==> config.mk <==
export PLATFORM = sky130hd
export DESIGN_NAME = mux_pipe
export DESIGN_NICKNAME = d
export VERILOG_FILES = /design/src/rtl/mux_pipe.sv
export SDC_FILE = /design/constraint.sdc
export NUM_CORES = 1
export LEC_CHECK = 0
export CORE_MARGIN = 5
export CORE_UTILIZATION = 29
export CTS_CLUSTER_SIZE = 16
export DETAILED_ROUTE_END_ITERATION = 12
export GPL_TIMING_DRIVEN = 1
export PLACE_DENSITY_LB_ADDON = 0.05
export SLEW_MARGIN = 10
export SYNTH_ARGS = -nofsm -noshare
export SYNTH_HDL_FRONTEND = slang
export SYNTH_SLANG_ARGS = --single-unit
==> constraint.sdc <==
create_clock -name clk -period 2.3 [get_ports clk]
set_input_delay 0.46 -clock clk [delete_from_list [all_inputs] [get_ports clk]]
set_output_delay 0.46 -clock clk [all_outputs]
set_load 0.01 [all_outputs]
==> src/rtl/mux_pipe.sv <==
// Purpose: pipelined radix-2 lane mux, selects one DW-bit lane of MW packed lanes.
// Latency: L = ceil(log2(MW)/RL) cycles from input handshake to out_vld.
// Backpressure: valid/ready per stage; bubbles collapse, in_rdy falls only when all L stages hold data.
module mux_pipe #(
  parameter int DW = 4,
  parameter int MW = 4,
  parameter int RL = 1
) (
  input  logic                    clk,
  input  logic                    rstn,
  input  logic [DW*MW-1:0]        inp,
  input  logic [$clog2(MW)-1:0]   sel,
  input  logic                    in_vld,
  output logic                    in_rdy,
  output logic [DW-1:0]           out,
  output logic                    out_vld,
  input  logic                    out_rdy
);

  localparam int SW = $clog2(MW);
  localparam int LV = SW;
  localparam int L  = (LV + RL - 1) / RL;
  localparam int NP = 1 << LV;

  // Stage boundaries: index 0 is the input port, index s+1 is the output register of stage s.
  // Nodes are kept at full tree width; nodes above the live range of a level are zero.
  // Selector bits are shifted right as levels are consumed, so bit 0 always drives the next level.
  logic [NP-1:0][DW-1:0] nd [0:L];
  logic [SW-1:0]         sl [0:L];
  logic                  vq [0:L];
  logic [L:0]            en;
  logic [NP-1:0][DW-1:0] lanes;

  // Zero-pad the lane vector up to a power of two so out-of-range selects resolve to 0.
  for (genvar i = 0; i < NP; i++) begin : g_lane
    if (i < MW) begin : g_real
      assign lanes[i] = inp[DW*i +: DW];
    end else begin : g_pad
      assign lanes[i] = '0;
    end
  end

  assign nd[0] = lanes;
  assign sl[0] = sel;
  assign vq[0] = in_vld;

  // Load enables ripple back from the sink: a stage moves when it is empty or its successor moves.
  always_comb begin
    en    = '0;
    en[L] = out_rdy;
    for (int s = L - 1; s >= 0; s--) begin
      en[s] = !vq[s+1] | en[s+1];
    end
  end

  assign in_rdy = en[0];

  for (genvar s = 0; s < L; s++) begin : g_stage
    localparam int LO   = s * RL;
    localparam int NLEV = ((s + 1) * RL > LV) ? (LV - LO) : RL;

    logic [NP-1:0][DW-1:0] red;
    logic [SW-1:0]         sl_nxt;
    logic [NP-1:0][DW-1:0] d_q;
    logic [SW-1:0]         s_q;
    logic                  v_q;

    // Reduce this stage's tree levels in place: node k takes node 2k or 2k+1.
    always_comb begin
      red = nd[s];
      for (int m = 0; m < NLEV; m++) begin
        for (int k = 0; k < NP / 2; k++) begin
          red[k] = sl[s][m] ? red[2*k+1] : red[2*k];
        end
        for (int k = NP / 2; k < NP; k++) begin
          red[k] = '0;
        end
      end
      sl_nxt = sl[s] >> NLEV;
    end

    // Stage register: loads surviving nodes, remaining select bits and valid when enabled.
    always_ff @(posedge clk or negedge rstn) begin
      if (!rstn) begin
        d_q <= '0;
        s_q <= '0;
        v_q <= 1'b0;
      end else if (en[s]) begin
        d_q <= red;
        s_q <= sl_nxt;
        v_q <= vq[s];
      end
    end

    assign nd[s+1] = d_q;
    assign sl[s+1] = s_q;
    assign vq[s+1] = v_q;
  end

  assign out     = nd[L][0];
  assign out_vld = vq[L];

  // Upper nodes and exhausted select bits of the last stage carry no information.
  logic unused_tail;
  assign unused_tail = ^{nd[L][NP-1:1], sl[L]};

endmodule

=== After elaboration in Yosys (flattened, before gate mapping) ===
Index checks and enable logic that the tools add are counted.
Widths: inputs -> output; s select.

* Bits in registers: 15
* Latch bits: 0
* Memory bits (writable): 0
* Bits in read-only memories: 0
* Input bits: 22
* Output and inout port bits: 6
* Word-level logic and storage cells: 13
* Memories: 0

* Add/subtract/negate cells: 0
* Multipliers: 0
* Divide/modulo/power cells: 0
* Order comparisons: 0
* Equal/unequal tests: 0
* Shifts and indexed selects: 0
* Mux-type cells: 3
* Bitwise operators: 2
* Reductions and logical operators: 2

{| class="wikitable"
|+ Operator list
! kind !! count
|-
| $mux 4 || 3
|-
| $logic_not 1->1 || 2
|-
| $or 1x1->1 || 2
|}

=== Longest topological paths before layout ===
* Depth after elaboration: 3
* Depth in mapped cells: 3
* Depth with buffers taken out: 2

=== Least setup slack after synthesis ===
OpenSTA, ideal clock, no wires.

* Path kind: input to output
* Start point: input port out_rdy
* End point: output port in_rdy
* Data arrival time: 0.814 ns
* Data required time: 1.840 ns
* Path slack: 1.026 ns
* Stages: 2
* Buffers on the path: 1
* Cells stage by stage: nand3b_1 buf_4

* Cells in the longest elaborated chain, start to end: 2

{| class="wikitable"
|+ Ends and longest elaborated chain
! element !! RTL line !! RTL
|-
| from (decl) || 17 || <nowiki>input logic out_rdy</nowiki>
|-
| $or 1x1->1 (2 in series) || 52 || <nowiki>en[s] = !vq[s+1] | en[s+1];</nowiki>
|-
| to (decl) || 14 || <nowiki>output logic in_rdy,</nowiki>
|}

No other way between the ends.

=== Final worst setup path ===
Same ends and word-level chain as after synthesis.

==> impl_results.md <==
- Status: complete, no violations
- Die width: 61.26 um
- Initial core utilization: 30.48%
- Antenna violations before repair: 0
- Chip height: between 60 and 70 um
- CP startpoint kind: input pin
- RSZ-0062 raised after global routing: false
- DR DRC count: 0
- Area contributors post-synth: dfrtp_1 (49%), mux2_4 (32%), mux2_2 (13%)
- Final period util: about nine tenths
- Maximum clock path buffer count: 2
- Gate Count Post-Synth: 46
- CP max FO: 2
- Fin nets: 100
- Setup TNS: 0 ns
- CTS buffer count: 3
- CP max stage delay: around 0.55 ns
- Die Area: 0.003753 mm2
- Largest family of logic cells by synthesized area: multiplexers
- Remaining Overflow, GRT: 0
- Post-synthesis xor/xnor area fraction: 0%
- Endpoints failing hold: 0
- Final Slew Violations: 0
- CTS clock-pin slew for the worst setup and hold paths: about 0.080 ns
- Detailed router's first-iteration violation count: 17
- Routed WL: 1413 um
- Most used cell, CP: clkdlybuf4s50_1
- Power per cell area: roughly 600 mW/mm2
- Syn avg cell area: approximately 17 um2
- Max Fclk: about 490 MHz
- Average wire per standard cell: 13.21 um
- TritonCTS clock tree: built
- First-pass GRT wire length: 2304 um
- Syn_nets: a little under 70
- Deepest level of the CTS H-tree: 1
- Maximum number of pins on one net before global-route repair: 16
- GPL Wtd Cong: 0.5658
- Critical path's slowest cell: clkdlybuf4s50_1
- Worst min-delay path category: reg2reg
- I/O Pins: 28
- Register area share after synthesis: between 40% and 50%
- Max-cap violation count: 0
- Worst hold slack: ~0.48 ns
- Cell accounting for the most synthesized area: dfrtp_1
- Leak: about 0.00049 uW
- Via/cell ratio: 4.364
- Worst-skew pair later-pin latency: 0.28 ns
- Critical path type: in2out
- Synth cell types: 7
- Worst slew pin tran: approximately 0.67 ns
- Synth Warn #: 0
- Share of layout cells above drive strength 1: a little under 40%
- Diodes inserted: 0
- Routed vias: 467
- # rows: 18
- Worst Skew: around 0.0011 ns
- WP data arrival: 1.59 ns
- Final setup fails: 0
- Core Util, Final: 43.69%
- First-pass iteration count of the detailed router: 3
- CP Capture Type: output port
- VDD IR-drop max: between 0.2 and 0.3 mV
- Total GRT Usage: 8.973%
- Post-CTS resize count: 0
- Post-DP HPWL: approximately 1100 um
- Number of hold buffers added after cts: 0
- Clock Root Buffer: clkbuf_4
- FF+latch count, synth: 15
- Post-CTS Setup Bufs: 0
- Mux share of post-synthesis cell area: roughly 45%
- Required @ worst endpoint: 1.84 ns
- Synth Area in Compound Gates: 0%
- ANT nets after route: 0
- IO Port Bufs: 27
- Crit-path cells: clkdlybuf4s50_1, nand3b_1, clkdlybuf4s50_1
- Adder-Cell Fraction of Synth Area: 0%
- Synth top area share: between 40% and 50%
- Area of the core: 0.002500 mm2
- Vias in the first global route: 538
- Kind of cell adding the most delay to the critical path: buffers and inverters
- Slew HR: 55.03%
- Clock net sink count: 15
- Post-route minimum period: approximately 2.0 ns
- Mapped Area: about 760 um2
- Crit path buf inv count: 2
- Area Growth Syn to Fin: 43.35%
- Synth Area in Simple Gates: around 3.4%
## registers in the layout (all words and copies together) (netlist names)
register     cells
out              4
g_stage.s_q      1
g_stage.v_q      1
out_vld          1
g_stage.d_q      8
## layout by cell type (no fill, tap or decap)
cell and n:
clkdlybuf4s50_1 27, mux2_4 16, dfrtp_1 15, mux2_2 9, nand2b_1 3, clkbuf_4 3, buf_4 2, nand3b_1 1
clkbuf_1 1
## worst paths after layout
kind | cells after the start | end | from | slack (ns)
setup reg to reg | 2 | out[0] | g_stage[0].s_q[0] | 1.11
max in group asynchronous | 1 | g_stage[0].d_q[2] | rstn | 1.29
hold reg to reg | 1 | out_vld | g_stage[0].v_q | 0.48
min in group asynchronous | 1 | g_stage[0].d_q[5] | rstn | 0.59
hold / removal | 1 | out_vld | g_stage[0].v_q | 0.48
setup / recovery | 3 | in_rdy | out_rdy | 0.25
## synthesized netlist by cell type (all sizes together)
| cell | count |
|---|---|
| nand2b | 3 |
| dfrtp | 15 |
| mux2 | 25 |
| buf | 2 |
| nand3b | 1 |
## through the flow
stage	cell area [um2]	power (uW)	setup WS [ns]	cells
floorplan	762.0	429.2	1.026	46
global placement	1066	522.6	0.2359	103
detailed placement	1066	524.2	0.2403	103
CTS	1092	676.3	0.2386	107
global route	1092	701.6	0.2086	107
finish	1092	661.6	0.2527	107
## routing by layer
| metal | global-route usage [%] | up-vias | wire length, um |
|---|---|---|---|
| li1 | - | 225 | - |
| met1 | 10.06 | 216 | 630 |
| met2 | 14.05 | 24 | 639 |
| met3 | 1.887 | 2 | 109 |
| met4 | 8.359 | 0 | 34 |
| met5 | 0 | - | 0 |
## power breakdown
group	switching, uW	total (uW)	internal, uW
registers	22.8	325	302
clock network	79.5	147	67.2
logic	53.3	190	137
## final cells by class
| cell class | instances | area (um2) |
|---|---|---|
| Clock buffer | 4 | 26.28 |
| Fill cell | 247 | 1408 |
| Timing Repair Buffer | 29 | 285.3 |
| Tap cell | 30 | 37.54 |
| Sequential cell | 15 | 375.4 |
| Multi-Input combinational cell | 29 | 367.9 |
## kinds of logic (layout without fill, tap and decap cells)
group | after synthesis | in the layout
buf+inv | 2 | 33
flops | 15 | 15
mux | 25 | 25
simple gates | 4 | 4
Note: power is estimated with default switching activity, not from simulation.
